**src/rtl/sprite_compositor_pkg.sv**
```systemverilog
// Shared types and defaults for the sprite compositor.
package sprite_pkg;

  localparam int COORD_W_DEF = 10;

  typedef logic [23:0] rgb_t;

  localparam rgb_t KEY_RGB_DEF = 24'hFF00FF;

  typedef struct packed {
    logic [COORD_W_DEF-1:0] x;
    logic [COORD_W_DEF-1:0] y;
    logic                   vis;
  } pos_t;

  function automatic int idx_w(input int n);
    return (n > 1) ? $clog2(n) : 1;
  endfunction

endpackage

```
**src/rtl/sprite_compositor_hit_unit.sv**
```systemverilog
// Per-sprite bound compare and local ROM address, registered (stage 0).
module sprite_hit_unit
  import sprite_pkg::*;
#(
  parameter int  COORD_W = COORD_W_DEF,
  parameter int  SPR_W   = 32,
  parameter int  SPR_H   = 32,
  localparam int XW      = $clog2(SPR_W),
  localparam int YW      = $clog2(SPR_H)
) (
  input  logic               clk,
  input  logic               rst,
  input  logic [COORD_W-1:0] vga_x,
  input  logic [COORD_W-1:0] vga_y,
  input  logic [COORD_W-1:0] pos_x,
  input  logic [COORD_W-1:0] pos_y,
  input  logic               pos_vis,
  output logic               hit,
  output logic [XW-1:0]      lx,
  output logic [YW-1:0]      ly
);

  localparam int EW = COORD_W + 1;

  logic [EW-1:0]      x_end;
  logic [EW-1:0]      y_end;
  logic [COORD_W-1:0] dx;
  logic [COORD_W-1:0] dy;
  logic               in_x;
  logic               in_y;

  logic          hit_d, hit_q;
  logic [XW-1:0] lx_d, lx_q;
  logic [YW-1:0] ly_d, ly_q;

  // Right/bottom edges use one extra bit so a sprite near max coord never wraps.
  always_comb begin
    x_end = {1'b0, pos_x} + EW'(SPR_W);
    y_end = {1'b0, pos_y} + EW'(SPR_H);
    in_x  = (vga_x >= pos_x) && ({1'b0, vga_x} < x_end);
    in_y  = (vga_y >= pos_y) && ({1'b0, vga_y} < y_end);
    dx    = vga_x - pos_x;
    dy    = vga_y - pos_y;
    hit_d = pos_vis & in_x & in_y;
    lx_d  = dx[XW-1:0];
    ly_d  = dy[YW-1:0];
  end

  always_ff @(posedge clk) begin
    if (rst) begin
      hit_q <= 1'b0;
      lx_q  <= '0;
      ly_q  <= '0;
    end else begin
      hit_q <= hit_d;
      lx_q  <= lx_d;
      ly_q  <= ly_d;
    end
  end

  assign hit = hit_q;
  assign lx  = lx_q;
  assign ly  = ly_q;

endmodule

```
**src/rtl/sprite_compositor.sv**
```systemverilog
// Multi-sprite compositor: fixed priority, colour key, double-buffered positions.
// Define SPRITE_COLLISION_EN to build the per-frame collision accumulator.
module sprite_compositor
  import sprite_pkg::*;
#(
  parameter int   N_SPR   = 4,
  parameter int   SPR_W   = 32,
  parameter int   SPR_H   = 32,
  parameter int   COORD_W = COORD_W_DEF,
  parameter int   ROM_LAT = 1,
  parameter rgb_t KEY_RGB = KEY_RGB_DEF,
  localparam int  IW      = idx_w(N_SPR),
  localparam int  XW      = $clog2(SPR_W),
  localparam int  YW      = $clog2(SPR_H)
) (
  input  logic                  clk,
  input  logic                  rst,
  input  logic [COORD_W-1:0]    vga_x,
  input  logic [COORD_W-1:0]    vga_y,
  input  logic                  frame_start,
  input  logic                  pos_wr,
  input  logic [IW-1:0]         pos_idx,
  input  logic [COORD_W-1:0]    pos_x,
  input  logic [COORD_W-1:0]    pos_y,
  input  logic                  pos_vis,
  output logic [N_SPR*XW-1:0]   rom_x,
  output logic [N_SPR*YW-1:0]   rom_y,
  input  logic [N_SPR*24-1:0]   rom_rgb,
  output logic [7:0]            R,
  output logic [7:0]            G,
  output logic [7:0]            B,
  output logic                  enable,
  output logic [IW-1:0]         spr_id,
  output logic [N_SPR-1:0]      coll_flags,
  output logic                  coll_valid
);

  logic [COORD_W-1:0] pend_x_d [N_SPR];
  logic [COORD_W-1:0] pend_x_q [N_SPR];
  logic [COORD_W-1:0] pend_y_d [N_SPR];
  logic [COORD_W-1:0] pend_y_q [N_SPR];
  logic [N_SPR-1:0]   pend_v_d, pend_v_q;
  logic [COORD_W-1:0] act_x_d  [N_SPR];
  logic [COORD_W-1:0] act_x_q  [N_SPR];
  logic [COORD_W-1:0] act_y_d  [N_SPR];
  logic [COORD_W-1:0] act_y_q  [N_SPR];
  logic [N_SPR-1:0]   act_v_d, act_v_q;
  logic               idx_ok;

  if ((1 << IW) == N_SPR) begin : g_idx_full
    assign idx_ok = 1'b1;
  end else begin : g_idx_part
    assign idx_ok = int'(pos_idx) < N_SPR;
  end

  // Active set takes the pending set including a same-cycle write.
  always_comb begin
    pend_x_d = pend_x_q;
    pend_y_d = pend_y_q;
    pend_v_d = pend_v_q;
    if (pos_wr && idx_ok) begin
      pend_x_d[pos_idx] = pos_x;
      pend_y_d[pos_idx] = pos_y;
      pend_v_d[pos_idx] = pos_vis;
    end
    act_x_d = act_x_q;
    act_y_d = act_y_q;
    act_v_d = act_v_q;
    if (frame_start) begin
      act_x_d = pend_x_d;
      act_y_d = pend_y_d;
      act_v_d = pend_v_d;
    end
  end

  always_ff @(posedge clk) begin
    if (rst) begin
      for (int i = 0; i < N_SPR; i++) begin
        pend_x_q[i] <= '0;
        pend_y_q[i] <= '0;
        act_x_q[i]  <= '0;
        act_y_q[i]  <= '0;
      end
      pend_v_q <= '0;
      act_v_q  <= '0;
    end else begin
      pend_x_q <= pend_x_d;
      pend_y_q <= pend_y_d;
      pend_v_q <= pend_v_d;
      act_x_q  <= act_x_d;
      act_y_q  <= act_y_d;
      act_v_q  <= act_v_d;
    end
  end

  logic [N_SPR-1:0] hit_s0;

  for (genvar i = 0; i < N_SPR; i++) begin : g_hit
    sprite_hit_unit #(
      .COORD_W (COORD_W),
      .SPR_W   (SPR_W),
      .SPR_H   (SPR_H)
    ) u_hit (
      .clk     (clk),
      .rst     (rst),
      .vga_x   (vga_x),
      .vga_y   (vga_y),
      .pos_x   (act_x_q[i]),
      .pos_y   (act_y_q[i]),
      .pos_vis (act_v_q[i]),
      .hit     (hit_s0[i]),
      .lx      (rom_x[i*XW +: XW]),
      .ly      (rom_y[i*YW +: YW])
    );
  end

  logic [N_SPR-1:0] hit_dl;

  if (ROM_LAT == 0) begin : g_nodly
    assign hit_dl = hit_s0;
  end else begin : g_dly
    logic [N_SPR-1:0] pipe_d [ROM_LAT];
    logic [N_SPR-1:0] pipe_q [ROM_LAT];

    always_comb begin
      pipe_d[0] = hit_s0;
      for (int k = 1; k < ROM_LAT; k++) begin
        pipe_d[k] = pipe_q[k-1];
      end
    end

    always_ff @(posedge clk) begin
      if (rst) begin
        for (int k = 0; k < ROM_LAT; k++) begin
          pipe_q[k] <= '0;
        end
      end else begin
        pipe_q <= pipe_d;
      end
    end

    assign hit_dl = pipe_q[ROM_LAT-1];
  end

  logic [N_SPR-1:0] opaque;
  rgb_t             rgb_d, rgb_q;
  logic             en_d, en_q;
  logic [IW-1:0]    id_d, id_q;

  // Scan high to low so the lowest opaque index is the last to assign.
  always_comb begin
    opaque = '0;
    rgb_d  = '0;
    en_d   = 1'b0;
    id_d   = '0;
    for (int i = 0; i < N_SPR; i++) begin
      opaque[i] = hit_dl[i] && (rom_rgb[i*24 +: 24] != KEY_RGB);
    end
    for (int i = N_SPR - 1; i >= 0; i--) begin
      if (opaque[i]) begin
        rgb_d = rom_rgb[i*24 +: 24];
        en_d  = 1'b1;
        id_d  = IW'(i);
      end
    end
  end

  always_ff @(posedge clk) begin
    if (rst) begin
      rgb_q <= '0;
      en_q  <= 1'b0;
      id_q  <= '0;
    end else begin
      rgb_q <= rgb_d;
      en_q  <= en_d;
      id_q  <= id_d;
    end
  end

  assign R      = rgb_q[23:16];
  assign G      = rgb_q[15:8];
  assign B      = rgb_q[7:0];
  assign enable = en_q;
  assign spr_id = id_q;

`ifdef SPRITE_COLLISION_EN
  logic [N_SPR-1:0] coll_now;
  logic [N_SPR-1:0] coll_acc_d, coll_acc_q;
  logic [N_SPR-1:0] coll_flags_d, coll_flags_q;
  logic             coll_valid_d, coll_valid_q;

  // Collisions seen on the frame_start cycle seed the next frame.
  always_comb begin
    coll_now     = ($countones(opaque) >= 2) ? opaque : '0;
    coll_acc_d   = coll_acc_q | coll_now;
    coll_flags_d = coll_flags_q;
    coll_valid_d = 1'b0;
    if (frame_start) begin
      coll_flags_d = coll_acc_q;
      coll_acc_d   = coll_now;
      coll_valid_d = 1'b1;
    end
  end

  always_ff @(posedge clk) begin
    if (rst) begin
      coll_acc_q   <= '0;
      coll_flags_q <= '0;
      coll_valid_q <= 1'b0;
    end else begin
      coll_acc_q   <= coll_acc_d;
      coll_flags_q <= coll_flags_d;
      coll_valid_q <= coll_valid_d;
    end
  end

  assign coll_flags = coll_flags_q;
  assign coll_valid = coll_valid_q;
`else
  assign coll_flags = '0;
  assign coll_valid = 1'b0;
`endif

endmodule

```
**config.mk**
```make
export PLATFORM = sky130hd
export DESIGN_NAME = sprite_compositor
export DESIGN_NICKNAME = d
export VERILOG_FILES = /design/src/rtl/sprite_compositor_pkg.sv /design/src/rtl/sprite_compositor_hit_unit.sv /design/src/rtl/sprite_compositor.sv
export SDC_FILE = /design/constraint.sdc
export NUM_CORES = 1
export LEC_CHECK = 0
export CAP_MARGIN = 10
export CORE_MARGIN = 2
export CORE_UTILIZATION = 54
export CTS_CLUSTER_DIAMETER = 100
export DETAILED_ROUTE_END_ITERATION = 6
export PLACE_DENSITY = 0.83
export SYNTH_ARGS = -nofsm -noshare
export SYNTH_HDL_FRONTEND = slang
export SYNTH_SLANG_ARGS = --single-unit
```
**constraint.sdc**
```tcl
create_clock -name clk -period 2.7 [get_ports clk]
set_clock_uncertainty 0.2 [all_clocks]
set_input_delay 0.27 -clock clk [delete_from_list [all_inputs] [get_ports clk]]
set_output_delay 0.27 -clock clk [all_outputs]
set_load 0.05 [all_outputs]
```
==> metrics.md <==
| Metric | Value |
|---|---|
| Starting Density | 54.6% |
| CP max stage cell | a2111oi_1 |
| H-tree levels | 1 |
| Setup Buffers After CTS | 0 |
| Number of global-route vias before repair | 10821 |
| Number of remaining DRC errors | 0 |
| Gr usage total | 28.9% |
| Placed insts | 1860 |
| TritonCTS clock tree | done |
| Largest net degree at the start of global routing | 81 |
| Setup crit end kind | flop |
| Final GP Congestion | 0.974 |
| Post-route clock period utilization | 94.1% |
| Ratio of cells with drive above 1 in the final layout | 8.07% |
| CP Launch Type | flop |
| Congestion Overflow GR | 0 |
| TritonCTS Buffers | 26 |
| Pins Over Slew Limit | 0 |
| CTS Root Cell | clkbuf_16 |
| Clk slew on worst S/H paths | 60 ps |
| Required time of the worst setup path | 2930 ps |
| Die width | 155 um |
| Status | finished clean |
| Top Layer Used | met4 |
| Placed wire-length estimate | 26800 um |
| Met1 wire length | 15200 um |
| WL/cell | 18.7 um |
| Via count | 11005 |
| Slew headroom | 46.8% |
| Critical path cell sequence | inv_1 > ha_1 > nor2b_1 > o31a_1 > a2111oi_1 > o31ai_1 > o21ai_0 > nor4b_1 |
| NumNets Final | 1883 |
| Final ANT Viol Nets | 0 |
| Max-Cap Viols | 0 |
| Cell Area, Synth | 12300 um2 |
| Core Area | 22500 um2 |
| Leading area contributor after synthesis | dfxtp_1 |
| Die height | 155 um |
| Top post-synthesis cells by area | dfxtp_1 40%, ha_1 13%, mux2i_1 6.8% |
| RSZ-0062 raised after global routing | false |
| Bufs on Longest Clock Path | 3 |
| Worst EP arrival | 2770 ps |
| FP Rows | 55 |
| Commonest cells post-synth | 243 x dfxtp_1, 218 x nor2_1, 128 x ha_1, 100 x inv_1, 97 x a211oi_1 |
| Ys Warns | 0 |
| Top delay family on crit path | compound AO/OA/AOI/OAI gates |
| Count leader, synth | dfxtp_1 |
| DIE AREA | 24000 um2 |
| Vias per cell | 5.76 |
| Worst-Skew Late Latency | 530 ps |
| Hold Crit Class | primary input to flop |
| Diode count | 0 |
| Leak pwr | 6.70 nW |
| Avg Inst Size Synth | 9.09 um2 |
| Top Ports | 215 |
| Area grow syn2layout | 31.2% |
| Final Power | 0.00973 W |
| Sequential element share of the synthesized area | 39.6% |
| Slew @ Worst Pin | 798 ps |
| # port buffers | 209 |
| Main flop type after synthesis | dfxtp_1 |
| Setup TNS Final | 0 ps |
| Syn Inst Count | 1352 |
| Synth unique cells | 59 |
| Metal2 WL | 16800 um |
| Flop-to-flop setup slack | 160 ps |
| DRT iter0 DRCs | 856 |
| Final WL | 35700 um |
| Yosys reg bits | 243 |
| Non-filler instance count after layout | 1909 |
| Max incr delay on CP | 470 ps |
| Worst vdd ir | 0.000709 V |
| Met3 WL | 2490 um |
| Worst Path Class, Setup | flop to flop |
| Post-synth EDFFs | 0 |
| Fmax | 393 MHz |
| Clock sink count | 243 |
| Top-area cell type share of the netlist area | 39.6% |
| P per Cell Area | 604 nW/um2 |
| Period minus WS final | 2540 ps |
| Initial antenna violation count | 0 |
| Worst-path maximum fanout | 2 |
| Fin. Hold Viols | 0 |
| Pre-Repair DR Iteration Count | 5 |
| First-pass GRT wire length | 55700 um |
| Number of setup violations in the final report | 0 |
| CP Buf/Inv Count | 1 |
| Synth async-reset ratio | 0% |
==> final timing paths <==
kind                 startpoint            endpoint  cells past startpoint
max                 act_x_q[31]  g_hit[0].u_hit.hit                      8
min                 frame_start         act_y_q[16]                      3
max reg2reg         act_x_q[31]  g_hit[0].u_hit.hit                      8
min reg2reg  g_hit[1].u_hit.hit     g_dly.pipe_q[1]                      1
==> sequential cells by signal, summed over array words and instances (netlist names) <==
| register | flops |
|---|---|
| rgb_q | 24 |
| g_hit.u_hit.ly | 20 |
| pend_y_q | 40 |
| g_hit.u_hit.lx | 20 |
| pend_v_q | 4 |
| enable | 1 |
| pend_x_q | 40 |
| g_dly.pipe_q | 4 |
| g_hit.u_hit.hit | 4 |
| act_v_q | 4 |
| act_y_q | 40 |
| act_x_q | 40 |
| spr_id | 2 |
==> logic make-up (layout without fill, tap and decap cells) <==
group	count (synthesis)	after routing	share of synthesized area, %
XOR/XNOR	38	38	2.71
AND/OR/NAND/NOR	379	379	14.2
buffers and inverters	170	438	5.49
multiplexers	84	84	6.84
other	1	5	0.0305
AO/OA/AOI/OAI	301	301	16.8
adder cells (fa/ha/maj)	136	136	14.3
flip-flops	243	243	39.6
==> area by class of cell <==
type	instances	area (um2)
Sequential cell	243	4860
Inverter	100	375
Tap cell	285	357
Fill cell	1641	6380
Clock buffer	37	773
Clock inverter	11	191
Timing Repair Buffer	290	2790
Multi-Input combinational cell	943	6780
==> worst min-delay path, cell delays in order <==
cell and delay [ps]:
buf_4 280, nor2_1 160, a211oi_1 50
==> through the flow <==
stage / util (%) / setup WS (ps) / instance area, um2 / hold slack, ps
after CTS: 71.7 / 115 / 16100 / 87.7
after global placement: 67.3 / -117 / 15200 / 227
after floorplan: - / 477 / 12300 / 179
final: 71.7 / 158 / 16100 / 98.4
after global routing: 71.7 / 39.3 / 16100 / 124
after detailed placement: 67.3 / -239 / 15200 / 225
==> per-layer routing <==
| layer | vias up | global-route usage (%) |
|---|---|---|
| met5 | - | 0 |
| met4 | 0 | 10.4 |
| met3 | 79 | 4.09 |
| met2 | 422 | 49.4 |
| met1 | 5203 | 37.4 |
| li1 | 5301 | - |
==> power by group <==
group          total (W)  internal, W  switching [W]
combinational    0.00189     0.000827        0.00107
clock            0.00396      0.00248        0.00148
sequential       0.00388      0.00377       0.000110
total            0.00973      0.00708        0.00265
==> layout by cell type, fill, tap and decap left out, types with 25 or more instances in the layout <==
cell type | Yosys | layout
ha_1 | 128 | 128
clkbuf_16 | 0 | 27
inv_1 | 100 | 100
o21ai_0 | 64 | 64
clkdlybuf4s50_1 | 0 | 207
xnor2_1 | 35 | 35
a221oi_1 | 25 | 25
buf_4 | 6 | 74
mux2i_1 | 84 | 84
nand2_1 | 41 | 41
dfxtp_1 | 243 | 243
nor2_1 | 218 | 218
a211oi_1 | 97 | 97
nor2b_1 | 30 | 30
==> what timing repair did <==
item	CTS	global route
hold buffers	1	0
endpoints found under the setup margin	0	1
endpoints found under the hold margin	25	0
resized for setup	0	1
(Power assumes the default switching activity.)
